### config.mk
export PLATFORM = sky130hd
export DESIGN_NAME = fc_rd_ctrl
export DESIGN_NICKNAME = d
export VERILOG_FILES = /design/src/rtl/fc_rd_ctrl.sv
export SDC_FILE = /design/constraint.sdc
export NUM_CORES = 1
export LEC_CHECK = 0
export BUFFER_PORTS_ARGS = -buffer_cell sky130_fd_sc_hd__clkbuf_2
export CAP_MARGIN = 15
export CELL_PAD_IN_SITES_DETAIL_PLACEMENT = 0
export CELL_PAD_IN_SITES_GLOBAL_PLACEMENT = 1
export CORE_AREA = 2 2 448 450
export DETAILED_ROUTE_END_ITERATION = 12
export DIE_AREA = 0 0 450 452
export PLACE_DENSITY_LB_ADDON = 0.1
export SYNTH_ARGS = -nofsm -noshare
export SYNTH_HDL_FRONTEND = slang
export SYNTH_SLANG_ARGS = --single-unit
### constraint.sdc
create_clock -name clk -period 2.3 [get_ports clk]
set_input_delay 0.46 -clock clk [delete_from_list [all_inputs] [get_ports clk]]
set_output_delay 0.46 -clock clk [all_outputs]
set_load 0.02 [all_outputs]
### src/rtl/fc_rd_ctrl.sv
`default_nettype none
// ============================================================================
//  Module   : fc_rd_ctrl
//  Brief    : Read-side bus master for the fully-connected layer. Fetches
//             BATCH_SIZE*IN_SIZE words in single-outstanding bursts of up to
//             16 beats and presents them packed with a one-cycle enable.
//  Revision : 1.0 - initial release
// ============================================================================
module fc_rd_ctrl #(
  parameter int         BATCH_SIZE = 1,
  parameter int         IN_SIZE    = 32,
  parameter logic [3:0] ARID       = 4'b0101
) (
  input  logic                             clk,
  input  logic                             rst_n,
  input  logic [27:0]                      NcNrc_initAddr,
  input  logic                             NcNrc_initAddrEn,
  input  logic                             NcNrc_start,
  output logic                             NrcNc_done,
  output logic                             NrcNc_err,
  input  logic                             BusNrc_arready,
  output logic                             NrcBus_arvalid,
  output logic [27:0]                      NrcBus_araddr,
  output logic [3:0]                       NrcBus_arlen,
  output logic [3:0]                       NrcBus_aruser_id,
  output logic                             NrcBus_aruser_ap,
  input  logic                             BusNrc_rvalid,
  input  logic [31:0]                      BusNrc_rdata,
  input  logic [3:0]                       BusNrc_ruser_id,
  input  logic                             BusNrc_ruser_last,
  output logic                             NrcBus_rready,
  output logic                             NrcFc_data_en,
  output logic [BATCH_SIZE*IN_SIZE*32-1:0] NrcFc_data
);

  localparam int         TOTAL      = BATCH_SIZE * IN_SIZE;
  localparam int         NBURST     = (TOTAL + 15) / 16;
  localparam int         BCW        = (NBURST > 1) ? $clog2(NBURST) : 1;
  localparam int         WCW        = (TOTAL > 1) ? $clog2(TOTAL) : 1;
  localparam logic [3:0] LAST_LEN   = 4'((TOTAL - 1) % 16);
  localparam logic [3:0] FULL_LEN   = 4'd15;
  localparam logic [BCW-1:0] LAST_BURST = BCW'(NBURST - 1);

  typedef enum logic [1:0] {
    S_IDLE = 2'd0,
    S_ADDR = 2'd1,
    S_DATA = 2'd2,
    S_DONE = 2'd3
  } state_t;

  state_t           state, state_nxt;
  logic [27:0]      base;
  logic [BCW-1:0]   burst_cnt;
  logic [BCW-1:0]   burst_inc;
  logic [3:0]       beat_cnt;
  logic [WCW-1:0]   word_cnt;
  logic             start_ok;
  logic             accept;
  logic             burst_end;

  // Next-state decode plus the per-cycle strobes that drive the datapath
  always_comb begin
    state_nxt = state;
    start_ok  = 1'b0;
    accept    = 1'b0;
    burst_end = 1'b0;
    burst_inc = burst_cnt + BCW'(1);
    case (state)
      S_IDLE: begin
        if (NcNrc_start) begin
          start_ok  = 1'b1;
          state_nxt = S_ADDR;
        end
      end
      S_ADDR: begin
        if (NrcBus_arvalid && BusNrc_arready) state_nxt = S_DATA;
      end
      S_DATA: begin
        // beats carrying a foreign ID are consumed but otherwise ignored
        accept    = BusNrc_rvalid && (BusNrc_ruser_id == ARID);
        burst_end = accept && (beat_cnt == NrcBus_arlen);
        if (burst_end) state_nxt = (burst_cnt == LAST_BURST) ? S_DONE : S_ADDR;
      end
      S_DONE:  state_nxt = S_IDLE;
      default: state_nxt = S_IDLE;
    endcase
  end

  // State register
  always_ff @(posedge clk or negedge rst_n) begin
    if (!rst_n) state <= S_IDLE;
    else        state <= state_nxt;
  end

  // Base address register, loadable in any state
  always_ff @(posedge clk or negedge rst_n) begin
    if (!rst_n)                base <= 28'd0;
    else if (NcNrc_initAddrEn) base <= NcNrc_initAddr;
  end

  // Handshake and status outputs registered from the upcoming state
  always_ff @(posedge clk or negedge rst_n) begin
    if (!rst_n) begin
      NrcBus_arvalid   <= 1'b0;
      NrcBus_rready    <= 1'b0;
      NrcNc_done       <= 1'b0;
      NrcFc_data_en    <= 1'b0;
      NrcBus_aruser_id <= 4'd0;
      NrcBus_aruser_ap <= 1'b0;
    end else begin
      NrcBus_arvalid   <= (state_nxt == S_ADDR);
      NrcBus_rready    <= (state_nxt == S_DATA);
      NrcNc_done       <= (state_nxt == S_DONE);
      NrcFc_data_en    <= (state_nxt == S_DONE);
      NrcBus_aruser_id <= (state_nxt == S_ADDR) ? ARID : 4'd0;
      NrcBus_aruser_ap <= (state_nxt == S_ADDR);
    end
  end

  // Burst address/length and the burst, beat and word counters
  always_ff @(posedge clk or negedge rst_n) begin
    if (!rst_n) begin
      NrcBus_araddr <= 28'd0;
      NrcBus_arlen  <= 4'd0;
      burst_cnt     <= '0;
      beat_cnt      <= 4'd0;
      word_cnt      <= '0;
    end else if (start_ok) begin
      NrcBus_araddr <= base;
      NrcBus_arlen  <= (NBURST == 1) ? LAST_LEN : FULL_LEN;
      burst_cnt     <= '0;
      beat_cnt      <= 4'd0;
      word_cnt      <= '0;
    end else if (accept) begin
      word_cnt <= word_cnt + WCW'(1);
      if (burst_end) begin
        // next burst is 64 bytes further on; address wraps at 2^28
        beat_cnt      <= 4'd0;
        burst_cnt     <= burst_inc;
        NrcBus_araddr <= NrcBus_araddr + 28'd64;
        NrcBus_arlen  <= (burst_inc == LAST_BURST) ? LAST_LEN : FULL_LEN;
      end else begin
        beat_cnt <= beat_cnt + 4'd1;
      end
    end
  end

  // Sticky error: ruser_last disagreed with the beat count
  always_ff @(posedge clk or negedge rst_n) begin
    if (!rst_n)        NrcNc_err <= 1'b0;
    else if (start_ok) NrcNc_err <= 1'b0;
    else if (accept && (BusNrc_ruser_last != (beat_cnt == NrcBus_arlen)))
      NrcNc_err <= 1'b1;
  end

  // Pack accepted beats into the flat result; words persist until overwritten
  always_ff @(posedge clk or negedge rst_n) begin
    if (!rst_n) begin
      NrcFc_data <= '0;
    end else begin
      for (int k = 0; k < TOTAL; k++) begin
        if (accept && (word_cnt == WCW'(k))) NrcFc_data[k*32 +: 32] <= BusNrc_rdata;
      end
    end
  end

endmodule
`default_nettype wire

# Word level (Yosys, flattened, before mapping)

Cells that the tools add are included.

Output and inout bits: 1066
Input port bits: 71
Logic and storage cells: 156
Register bits after elaboration: 1103

Reduce and logical (&&, ||, !) cells: 42
Multiplexer cells: 26
Add/subtract/negate cells: 4
Equal/unequal tests: 40

Operator list:

| kind                                          | number |
|---|---|
| two-way mux 28 bit                            | 3 |
| == test 5 bit, second input constant          | 16 |
| == test 5 x 4 -> 1 bit, second input constant | 8 |
| logical AND 1 bit                             | 36 |
| adder 28 x 7 -> 28 bit, second input constant | 1 |
| two-way mux 4 bit                             | 6 |
| == test 5 x 3 -> 1 bit, second input constant | 4 |
| == test 5 x 2 -> 1 bit, second input constant | 2 |
| two-way mux 5 bit                             | 2 |
| two-way mux 1 bit                             | 9 |
| == test 2 bit, second input constant          | 4 |
| two-way mux 2 bit                             | 4 |
| one-hot mux 2 bit (4 select lines)            | 1 |
| nonzero test 2 bit                            | 3 |
| adder 5 x 1 -> 5 bit, second input constant   | 1 |
| == test 5 x 1 -> 1 bit, second input constant | 1 |
| zero test 5 bit                               | 1 |
| adder 4 x 1 -> 4 bit, second input constant   | 1 |
| == test 2 x 1 -> 1 bit, second input constant | 2 |
| == test 4 x 3 -> 1 bit, second input constant | 1 |
| == test 4 bit                                 | 1 |
| two-way mux 3 bit                             | 1 |
| zero test 2 bit                               | 1 |
| AND reduction 2 bit                           | 1 |
| 2 further kinds                               | 2 |

# Depth between registers and ports, before layout

Gate-level depths: netlist of the first run.

Word-level depth: 7
Mapped depth: 7
Depth with buffers taken out: 6

# Worst setup path after synthesis of the first run

No wires, ideal clock.

Kind: reg2reg
From: reg NrcBus_arlen[2]
To: reg NrcBus_araddr[25]
Stages on the path, launching flop included: 6
Setup time: 0.124 ns
Arrival time: 2.000 ns
Required time: 2.176 ns
Path buffers: 0
Clock period less this slack: 2.123 ns
Path slack: 0.177 ns
Cell sequence: dfrtp_1 -> or4_1 -> o22ai_1 -> nand2b_1 -> o31a_1 -> o31a_1

Cells in the longest elaborated chain, start to end: 5

Ends and longest elaborated chain:

| what                          | line | source |
|---|---|---|
| from (decl)                   | 24   | `output logic [3:0] NrcBus_arlen,` |
| from (signal assigned)        | 130  | `NrcBus_arlen <= (NBURST == 1) ? LAST_LEN : FULL_LEN;` |
| from (signal assigned)        | 141  | `NrcBus_arlen <= (burst_inc == LAST_BURST) ? LAST_LEN : FULL_LEN;` |
| == test 4 bit                 | 81   | `burst_end = accept && (beat_cnt == NrcBus_arlen);` |
| logical AND 1 bit             | 81   |  |
| two-way mux 1 bit             | 68   | `case (state)` |
| nonzero test 2 bit (no line)  | --   |  |
| AND reduction 2 bit (no line) | --   |  |
| to (signal assigned)          | 129  | `NrcBus_araddr <= base;` |
| to (signal assigned)          | 140  | `NrcBus_araddr <= NrcBus_araddr + 28'd64;` |
| to (decl)                     | 23   | `output logic [27:0] NrcBus_araddr,` |

Every way passes these cells.
A chain may end at the register's enable or synchronous reset.

# Worst setup path after layout of the first run

From: reg state[0]
To: reg NrcFc_data[812]

Cells in the longest elaborated chain, start to end: 3

Ends and longest elaborated chain:

| what                            | line | source |
|---|---|---|
| from (decl)                     | 51   | `state_t state, state_nxt;` |
| from (signal assigned)          | 92   | `else state <= state_nxt;` |
| == test 2 bit                   | 68   |  |
| two-way mux 1 bit               | 68   |  |
| logical AND 1 bit               | 162  | `if (accept && (word_cnt == WCW'(k))) NrcFc_data[k*32 +: 32] <= BusNrc_rdata;` |
| to (signal, indexed assignment) | 162  |  |
| to (decl)                       | 33   | `output logic [BATCH_SIZE*IN_SIZE*32-1:0] NrcFc_data` |

Every way passes these cells.

==> key figures, run 1 <==
Floorplan
  • I/O Pins: about 1100
  • Rows: roughly 160
  • Die footprint: 203400 um^2
  • Core area: about 200000 um^2
  • Die Y: 452 um
  • Chip width: 450 um
  • Initial core utilization: 0.2102

Worst setup path
  • Startpoint Class: register
  • CP Max Fanout: 32
  • CP Capture Type: register
  • Setup CP Type: register to register
  • Worst Path Required: 2980 ps
  • Critical path arrival: 2820 ps

Route
  • Total number of vias: around 27000
  • DRC viols: 0
  • DRT iter0 DRCs: ~1200
  • Detailed Route WL: 190900 um
  • Per-cell routed wire length: between 20 and 30 um
  • ANT nets after route: 0
  • TritonRoute pass-1 iters: 4
  • Vias per inst: between 4 and 5

Logic synthesis
  • Adder-cell area share of the yosys netlist: 0.002397
  • Post-Syn Instances: 2611
  • Synthesized flop and latch total: 1097
  • Post-synth top cells: dfrtp_1, mux2_2, clkbuf_1
  • Syn_area_per_cell: 15.99 um^2
  • Top FF cell, synth: dfrtp_1
  • Compound-Gate Fraction of Synth Area: 0.005094
  • Synthesized cell area: 41760 um^2
  • Top cell type's share of synthesized area: 0.6574
  • Syn. warnings: 0
  • Post-synth cell types: a little under 50
  • Main combinational cell family by area after synthesis: multiplexers
  • XOR/XNOR Fraction of Synth Area: 0.005244
  • Sequential area share after synthesis: 0.6574
  • Post-synthesis mux area share: 0.2856
  • Simple-gate share of the synthesized area: 0.01978
  • Most common cell in the netlist: dfrtp_1
  • Leading area contributor after synthesis: dfrtp_1
  • Synth area leaders: dfrtp_1, mux2_2, buf_2
  • Ys async rst share: 1.000
  • Post-synth EDFFs: 0

Clock tree
  • Clock buffer depth: 3
  • CTS Root Cell: clkbuf_16
  • CTS Sinks: 1097
  • H-Tree Level Count: 4
  • Clock Latency Late Sink: 800 ps
  • Number of CTS-inserted buffers: 143
  • Reg clk slew, reported paths: 60 ps
  • CTS tree: done

Timing
  • RSZ-0062 raised after global routing: no
  • Worst-case clock skew: 46.16 ps
  • Final period util: 0.9332
  • Fin. Hold Viols: 0
  • Worst slew margin: 0.5685
  • Hold Slack: roughly 120 ps
  • Final Slew Violations: 0
  • Final WS setup: approximately 150 ps
  • Peak Freq: 0.4659 GHz
  • Minimum clock period: 2146 ps
  • Endpoints failing setup: 0
  • Worst slew pin tran: between 600 and 700 ps

Final layout
  • Layout area overhead: 37.22%
  • Final core occ: 0.2885
  • Layout cell share with drive strength beyond 1: 0.6542
  • Final instance area: around 57000 um^2
  • FILL cells: about 21000
  • Nets@finish: 3952

GRT
  • Antenna violations before repair: 21
  • Remaining global-route overflow: 0
  • Largest net degree at the start of global routing: 81
  • Vias in the first global route: ~28000
  • GRT Total Usage: 0.1847
  • First-pass GRT wire length: 259600 um

Status
  • Status: completed

Run
  • Max-Cap Viols: 0

Placement
  • Post-place setup slack: -224.7 ps
  • IO buf count: 1134
  • Placed Area: 52290 um^2
  • Routability Congestion: ~0.73
  • Hpwl dp: 136400 um

Power and ir drop
  • Final Power: 45.97 mW
  • Sw power: 12.06 mW
  • Power Internal: 33.91 mW
  • Power per cell area: 802.2 nW/um^2
  • Reg power frac: 0.439
  • Leak pwr: 30.71 nW
  • Sw Ratio: 0.2624
  • Combinational share of power: 0.073
  • Peak supply drop: 0.0007140 V
  • Clock share of power: 0.487

Worst hold path
  • Worst hold path class: primary input to register
==> cells in the final DEF (no fill, tap or decap), drive strengths merged, types with 2 or more instances in the layout <==
| master | count |
|---|---|
| dlygate4sd3 | 33 |
| a21oi | 5 |
| o21ai | 25 |
| nor2 | 17 |
| nand2b | 2 |
| nand4b | 2 |
| nor3b | 4 |
| o31a | 2 |
| diode | 8 |
| o31ai | 2 |
| nor4b | 2 |
| buf | 175 |
| conb | 2 |
| bufinv | 3 |
| dfrtp | 1097 |
| and3 | 7 |
| inv | 10 |
| and2 | 3 |
| and4 | 6 |
| nand2 | 55 |
| or3 | 3 |
| nand4 | 8 |
| nor3 | 8 |
| clkbuf | 1346 |
| nor4 | 8 |
| xor2 | 4 |
| xnor2 | 21 |
| nand3 | 20 |
| ha | 8 |
| mux2 | 1058 |
| nor2b | 4 |
| clkinv | 24 |
==> sequential cells by signal, summed over array words and instances, names as in the netlist <==
signal            cells
NrcNc_err             1
NrcBus_rready         1
NrcFc_data         1024
NrcBus_araddr        28
NrcFc_data_en         1
NrcBus_aruser_id      1
beat_cnt              4
NrcBus_arlen          1
word_cnt              5
state                 2
burst_cnt             1
base                 28
==> power groups by stage <==
| stage | registers, mW | logic, mW | clock network [mW] |
|---|---|---|---|
| floorplan | 20.9 | 0.975 | 0 |
| global placement | 20.5 | 3.44 | 0 |
| detailed placement | 20.5 | 3.43 | 0 |
| CTS | 20.2 | 3.50 | 23.3 |
| global route | 20.3 | 3.68 | 24.0 |
| finish | 20.2 | 3.36 | 22.4 |
==> critical path, cell delays in order, from the launching register on <==
cell and delay, ps:
dfrtp_1 370, and2b_2 270, and3_1 420, nor2b_4 260, buf_12 260, mux2_2 380
==> cells by family after synthesis <==
kind of cell    after synthesis
buf+inv                     228
other cells                   1
fa+ha+maj                     8
xor+xnor                     25
compound gates               38
flops                      1097
mux                        1059
simple gates                155
==> cell type report <==
type	count	area, um^2	share of cell area
antenna	8	20.02	0.0003494
clock buffer	213	4214	0.07355
clock inverter	35	447.9	0.007817
inverter	3	11.26	0.0001965
multi-input combinational	1287	13510	0.2357
sequential	1097	27450	0.4791
tap	2656	3323	0.05800
timing repair buffer	1341	8323	0.1453
==> routing by layer <==
metal / vias to the layer above / wire (um) / GRT usage
met5: - / 52 / 0
met2: 850 / 95690 / 0.3181
met3: 271 / 11840 / 0.05415
met1: 14490 / 74890 / 0.2117
met4: 10 / 8477 / 0.08148
li1: 11690 / - / -
==> stage by stage <==
step,std cells,TNS [ps]
6_report,6640,0
5_1_grt,6634,0
4_1_cts,6632,0
3_5_place_dp,6351,-81150
3_3_place_gp,6351,-83530
2_1_floorplan,2612,0
==> final timing paths <==
path	start	endpoint	slack, ps	cells after the start
setup / recovery	state[0]	NrcFc_data[812]	150	5
hold / removal	BusNrc_rdata[4]	NrcFc_data[452]	120	2
setup reg to reg	state[0]	NrcFc_data[812]	150	5
hold reg to reg	base[17]	NrcBus_araddr[17]	480	2
max in group asynchronous	rst_n	NrcFc_data[1013]	1010	4
min in group asynchronous	rst_n	NrcFc_data[183]	250	2
==> what timing repair did <==
action,CTS,global route
setup buffers,0,0
endpoints found under the hold margin,45,0
resized for setup,0,1
setup endpoints to repair,0,14
hold buffers,33,0
Note: power is estimated with default switching activity, not from simulation.
==> inputs of run 2 (changes only) <==
PLACE_DENSITY_LB_ADDON = 0.2   (was 0.1)
==> run 2 against run 1 <==
  * Utilization grew 0.28 points
  * Die area is the same
  * Non-clock buffer count grew 54
  * Fmax shrank 2.1%
  * Clock power shrank 4%
  * Clock skew shrank 27 ps
  * Power shrank 1.7%
  * Highest routed layer unchanged
==> key figures, run 2 (synthesis results as in run 1) <==
GRT
  • Vias in the first global route: 28550 (+0.77%)
  • Largest net degree at the start of global routing: 65 (-20%)
  • Antenna violations before repair: 19 (-9.5%)
  • First-pass GRT wire length: 247700 um (-4.6%)
  • Remaining global-route overflow: 0 (unchanged)
  • GRT Total Usage: 0.1748 (-0.009835)

Worst setup path
  • Max stage delay on crit path: 570 ps (+150 ps)
  • Setup CP Type: register to register
  • CP bufs+invs: 0 (-1)
  • Top delay family on crit path: simple AND/OR/NAND/NOR gates
  • Worst path cell trace: or4_1, o22a_4, nor4b_1, xnor2_1, o21ai_0
  • Crit-path slowest cell: or4_1
  • Worst Path Required: 2960 ps (-20 ps)
  • Startpoint Class: register
  • Critical path arrival: 2860 ps (+40 ps)
  • CP Capture Type: register
  • CP Max Fanout: 11 (-66%)

Final layout
  • Max FFs per register: 1024 (unchanged)
  • Layout area overhead: 38.53%
  • Biggest regs: NrcFc_data: 1024 flops, NrcBus_araddr: 28 flops, base: 28 flops
  • Layout cell share with drive strength beyond 1: 0.6594 (+0.005198)
  • FILL cells: 20610 (-0.28%)
  • Most frequent cells in the layout: clkbuf_2, dfrtp_1, mux2_2, clkbuf_16, buf_4
  • Commonest non-fill, non-tap cell in the layout: clkbuf_2
  • Nets@finish: 4000 (+1.2%)
  • Final core occ: 0.2912 (+0.002759)
  • Non-Filler Instances: 6689 (+0.74%)
  • Largest Register: NrcFc_data

Floorplan
  • Die footprint: 203400 um^2 (unchanged)
  • Chip width: 450 um (unchanged)
  • Initial core utilization: 0.2102 (unchanged)
  • I/O Pins: 1137 (unchanged)
  • Core area: 198600 um^2 (unchanged)
  • Rows: 164 (unchanged)
  • Die Y: 452 um (unchanged)

Timing
  • Minimum clock period: 2193 ps (+47.07 ps)
  • Endpoints failing setup: 0 (unchanged)
  • Final WS setup: 106.5 ps (-47.07 ps)
  • Final period util: 0.9537 (+0.02046)
  • Peak Freq: 0.4559 GHz (-2.1%)
  • TNS Setup: 0 ps (unchanged)
  • Worst slew margin: 0.5005 (-0.06803)
  • Worst slew pin tran: 749.3 ps (+102.1 ps)
  • RSZ-0062 raised after global routing: no
  • Fin. Hold Viols: 0 (unchanged)
  • Worst-case clock skew: 18.80 ps (-27.35 ps)
  • Final Slew Violations: 0 (unchanged)

Power and ir drop
  • Power per cell area: 781.5 nW/um^2 (-2.6%)
  • Leak pwr: 30.99 nW (+0.92%)
  • Peak supply drop: 0.0006875 V (-3.7%)

Route
  • ANT nets after route: 0 (unchanged)
  • Per-cell routed wire length: 27.09 um (-5.8%)
  • TritonRoute pass-1 iters: 4 (unchanged)
  • DRC viols: 0 (unchanged)
  • Total number of vias: 27290 (-0.070%)
  • Detailed Route WL: 181200 um (-5.1%)
  • Vias per inst: 4.080 (-0.80%)
  • DRT iter0 DRCs: 1189 (+2.7%)

Worst hold path
  • Worst hold path class: primary input to register

Clock tree
  • Clock Latency Late Sink: 780 ps (-20 ps)
  • H-Tree Level Count: 4 (unchanged)
  • Number of CTS-inserted buffers: 137 (-4.2%)
  • CTS Sinks: 1097 (unchanged)
  • CTS Root Cell: clkbuf_16
  • Clock buffer depth: 3 (unchanged)
  • Reg clk slew, reported paths: 50 ps (about the same)
  • Setup bufs post-CTS: 0 (unchanged)
  • CTS tree: done

Run
  • Max-Cap Viols: 0 (unchanged)

Placement
  • Placed insts: 6406 (+0.87%)
  • Post-place setup slack: -206.7 ps (+18.00 ps)
  • Routability Congestion: 0.7462 (+2.1%)
  • Hpwl dp: 131700 um (-3.4%)
  • IO buf count: 1134 (unchanged)

Status
  • Status: completed
run 2: cell type report:
type                    instances  area (um^2)  area share
diodes                         11        27.53   0.0004759
clock buffers                 210         4158     0.07188
clock inverters                30        309.0    0.005343
inverters                       3        11.26   0.0001947
multi-input cells            1287        13530      0.2339
flip-flops and latches       1097        27450      0.4746
well taps                    2656         3323     0.05745
repair buffers               1395         9039      0.1563
run 2: final timing paths:
check                      cells after the start        startpoint  slack (ps)                end
setup / recovery                               5   NrcBus_arlen[2]         110  NrcBus_araddr[17]
hold / removal                                 2  BusNrc_rdata[25]         180    NrcFc_data[857]
setup reg to reg                               5   NrcBus_arlen[2]         110  NrcBus_araddr[17]
hold reg to reg                                2          base[16]         480  NrcBus_araddr[16]
max in group asynchronous                      4             rst_n        1050    NrcFc_data[762]
min in group asynchronous                      2             rst_n         330    NrcFc_data[343]
run 2: stage by stage:
step	total power, mW	hold slack (ps)	cell area (um^2)
2_1_floorplan	21.87	164.4	41760
4_1_cts	46.10	108.3	57810
5_1_grt	47.14	138.5	57830
3_5_place_dp	24.03	467.6	53020
6_report	45.21	184.4	57850
3_3_place_gp	24.03	465.7	53020
run 2: layer usage:
layer / wire length, um / track usage
met5: 7 / 0
met4: 7493 / 0.07393
met3: 10770 / 0.04791
met2: 92050 / 0.3047
met1: 70900 / 0.2008
run 2: report_power, final:
part	internal, mW	switching (mW)	total, mW
clock network	12.9	8.72	21.6
registers	19.8	0.450	20.2
logic	1.10	2.30	3.40
run 2: timing repair:
| item | CTS | global route |
|---|---|---|
| endpoints found under the setup margin | 3 | 2 |
| hold buffers | 32 | 0 |
| endpoints found under the hold margin | 48 | 0 |
| resized for setup | 1 | 2 |
==> inputs of run 3 (changes only) <==
CORE_AREA = 2 2 446 448   (was 2 2 448 450)
DIE_AREA = 0 0 448 450   (was 0 0 450 452)
clock period = 2.75 ns   (was 2.3 ns; I/O delays follow)
==> run 3 against run 2 <==
  * Combinational power shrank 19%
  * Final cell count shrank 1.7%
  * Global-route usage grew 0.067 points
  * Worst setup slack gained 210 ps
  * Sequential power shrank 16%
  * Wire length shrank 0.49%
  * Sequential share of layout area grew 1.1 points
  * Critical path type unchanged
==> key figures, run 3 (synthesis results as in run 1) <==
Final layout
  • Nets@finish: 3909 (-2.3%)
  • Final instance area: 56500 um^2 (-2.3%)
  • Layout area overhead: 35.31%
  • Final core occ: 0.2874 (-0.003839)
  • Largest Register: NrcFc_data
  • Max FFs per register: 1024 (unchanged)
  • Most frequent cells in the layout: clkbuf_2, dfrtp_1, mux2_2, clkbuf_16, buf_4
  • Layout cell share with drive strength beyond 1: 0.6512 (-0.008163)
  • Commonest non-fill, non-tap cell in the layout: clkbuf_2
  • Biggest regs: NrcFc_data: 1024 flops, NrcBus_araddr: 28 flops, base: 28 flops

Floorplan
  • Core area: 196600 um^2 (-1.0%)
  • Chip width: 448 um (-0.44%)
  • Die Y: 450 um (-0.44%)
  • Initial core utilization: 0.2124 (+0.002167)
  • Rows: 163 (-0.61%)
  • Die footprint: 201600 um^2 (-0.88%)
  • I/O Pins: 1137 (unchanged)

Route
  • Per-cell routed wire length: 27.41 um (+1.2%)
  • Detailed Route WL: 180300 um (-0.49%)
  • TritonRoute pass-1 iters: 5 (+1)
  • DRT iter0 DRCs: 1214 (+2.1%)
  • Vias per inst: 4.124 (+1.1%)
  • ANT nets after route: 0 (unchanged)
  • DRC viols: 0 (unchanged)
  • Total number of vias: 27130 (-0.61%)

Clock tree
  • Clock Latency Late Sink: 800 ps (+20 ps)
  • Number of CTS-inserted buffers: 137 (unchanged)
  • CTS tree: done
  • H-Tree Level Count: 4 (unchanged)
  • CTS Root Cell: clkbuf_16
  • Setup bufs post-CTS: 0 (unchanged)
  • Reg clk slew, reported paths: 60 ps (about the same)
  • Clock buffer depth: 3 (unchanged)
  • Hold-fix buffers at CTS: 29 (-9.4%)
  • Cts repair resizes: 0 (-1)
  • CTS Sinks: 1097 (unchanged)

Timing
  • Final Slew Violations: 0 (unchanged)
  • RSZ-0062 raised after global routing: no
  • Minimum clock period: 2435 ps (+241.1 ps)
  • Fin. Hold Viols: 0 (unchanged)
  • Worst-case clock skew: 23.99 ps (+5.183 ps)
  • Peak Freq: 0.4107 GHz (-9.9%)
  • Endpoints failing setup: 0 (unchanged)
  • Final period util: 0.8853 (-0.06838)
  • Worst slew pin tran: 996.2 ps (+246.9 ps)
  • Hold Slack: 102.8 ps (-81.61 ps)
  • Worst slew margin: 0.3359 (-0.1646)
  • TNS Setup: 0 ps (unchanged)

Power and ir drop
  • Combinational share of power: 0.073 (-0.002)
  • Sw Ratio: 0.2648 (+0.01091)
  • Leak pwr: 30.29 nW (-2.3%)
  • Clock share of power: 0.478 (about the same)
  • Power Internal: 27.65 mW (-18%)
  • Power per cell area: 665.7 nW/um^2 (-15%)
  • Reg power frac: 0.449 (+0.002)
  • Peak supply drop: 0.0005530 V (-20%)
  • Sw power: 9.960 mW (-13%)

Worst hold path
  • Worst hold path class: primary input to register

Worst setup path
  • Max stage delay on crit path: 540 ps (-30 ps)
  • CP Max Fanout: 15 (+4)
  • Critical path arrival: 3100 ps (+240 ps)
  • Crit-path slowest cell: or4_1
  • CP Capture Type: register
  • Setup CP Type: register to register
  • Worst path cell trace: or4_1, o22a_1, buf_4, nor4_1, xnor2_1, o21ai_1
  • Startpoint Class: register
  • Worst Path Required: 3420 ps (+460 ps)

GRT
  • GRT Total Usage: 0.1755 (+0.0006657)
  • Remaining global-route overflow: 0 (unchanged)
  • Antenna violations before repair: 19 (unchanged)
  • Vias in the first global route: 28040 (-1.8%)
  • Largest net degree at the start of global routing: 86 (+32%)
  • First-pass GRT wire length: 244700 um (-1.2%)

Placement
  • Placed Area: 51730 um^2 (-2.4%)
  • IO buf count: 1134 (unchanged)
  • Routability Congestion: 0.7456 (about the same)
  • Hpwl dp: 126400 um (-4.0%)

Status
  • Status: completed

Run
  • Max-Cap Viols: 0 (unchanged)
## run 3: changes by cell type in the layout (fill, tap and decap cells not counted), sizes merged
cell | previous run | this run
dlygate4sd3 | 32 | 29
diode | 11 | 13
clkinvlp | 0 | 3
bufinv | 4 | 3
clkbuf | 1343 | 1329
buf | 230 | 142
inv | 12 | 10
clkinv | 17 | 25
## run 3: power groups by stage
stage / clock network, mW / logic (mW) / registers, mW
global placement: 0 / 2.80 / 17.2
finish: 18.0 / 2.74 / 16.9
CTS: 18.6 / 2.84 / 16.9
global route: 19.2 / 2.99 / 17.0
detailed placement: 0 / 2.80 / 17.2
floorplan: 0 / 0.815 / 17.5
## run 3: through the flow
step                      worst slack, ps  cells  power (mW)
after global routing                151.9   6567       39.18
after floorplan                     589.0   2612       18.29
after global placement              161.8   6302       19.98
after detailed placement            152.7   6302       19.99
after CTS                           260.9   6565       38.37
final                               315.4   6578       37.62
## run 3: metal layers
layer,track usage,vias up,wire (um)
met3,0.04844,265,11590
met5,0,-,24
met1,0.1996,14370,69150
met2,0.3058,866,91540
met4,0.07549,4,8014
li1,-,11620,-
## run 3: final cells by class
class	count	area, um^2
fill	20510	140100
sequential	1097	27450
multi-input combinational	1287	13520
timing repair buffer	1304	7735
clock buffer	196	3931
tap	2640	3303
clock inverter	38	518.0
antenna	13	32.53
inverter	3	11.26
## run 3: critical path: cells and delay by family (launching register included)
family / cells / cell delay, ps
AO/OA/AOI/OAI: 2 / 530
XOR/XNOR: 1 / 170
buffers and inverters: 1 / 290
flip-flops: 1 / 410
AND/OR/NAND/NOR: 2 / 900
## run 3: worst paths after layout
| kind | cells past startpoint | endpoint | from | slack [ps] |
|---|---|---|---|---|
| worst max-delay path | 6 | NrcBus_araddr[22] | beat_cnt[0] | 320 |
| worst min-delay path | 5 | state[0] | NcNrc_start | 100 |
| worst max register to register | 6 | NrcBus_araddr[22] | beat_cnt[0] | 320 |
| worst min register to register | 2 | NrcBus_araddr[26] | base[26] | 470 |
| max in group asynchronous | 3 | NrcFc_data[193] | rst_n | 1400 |
| min in group asynchronous | 2 | NrcFc_data[950] | rst_n | 390 |
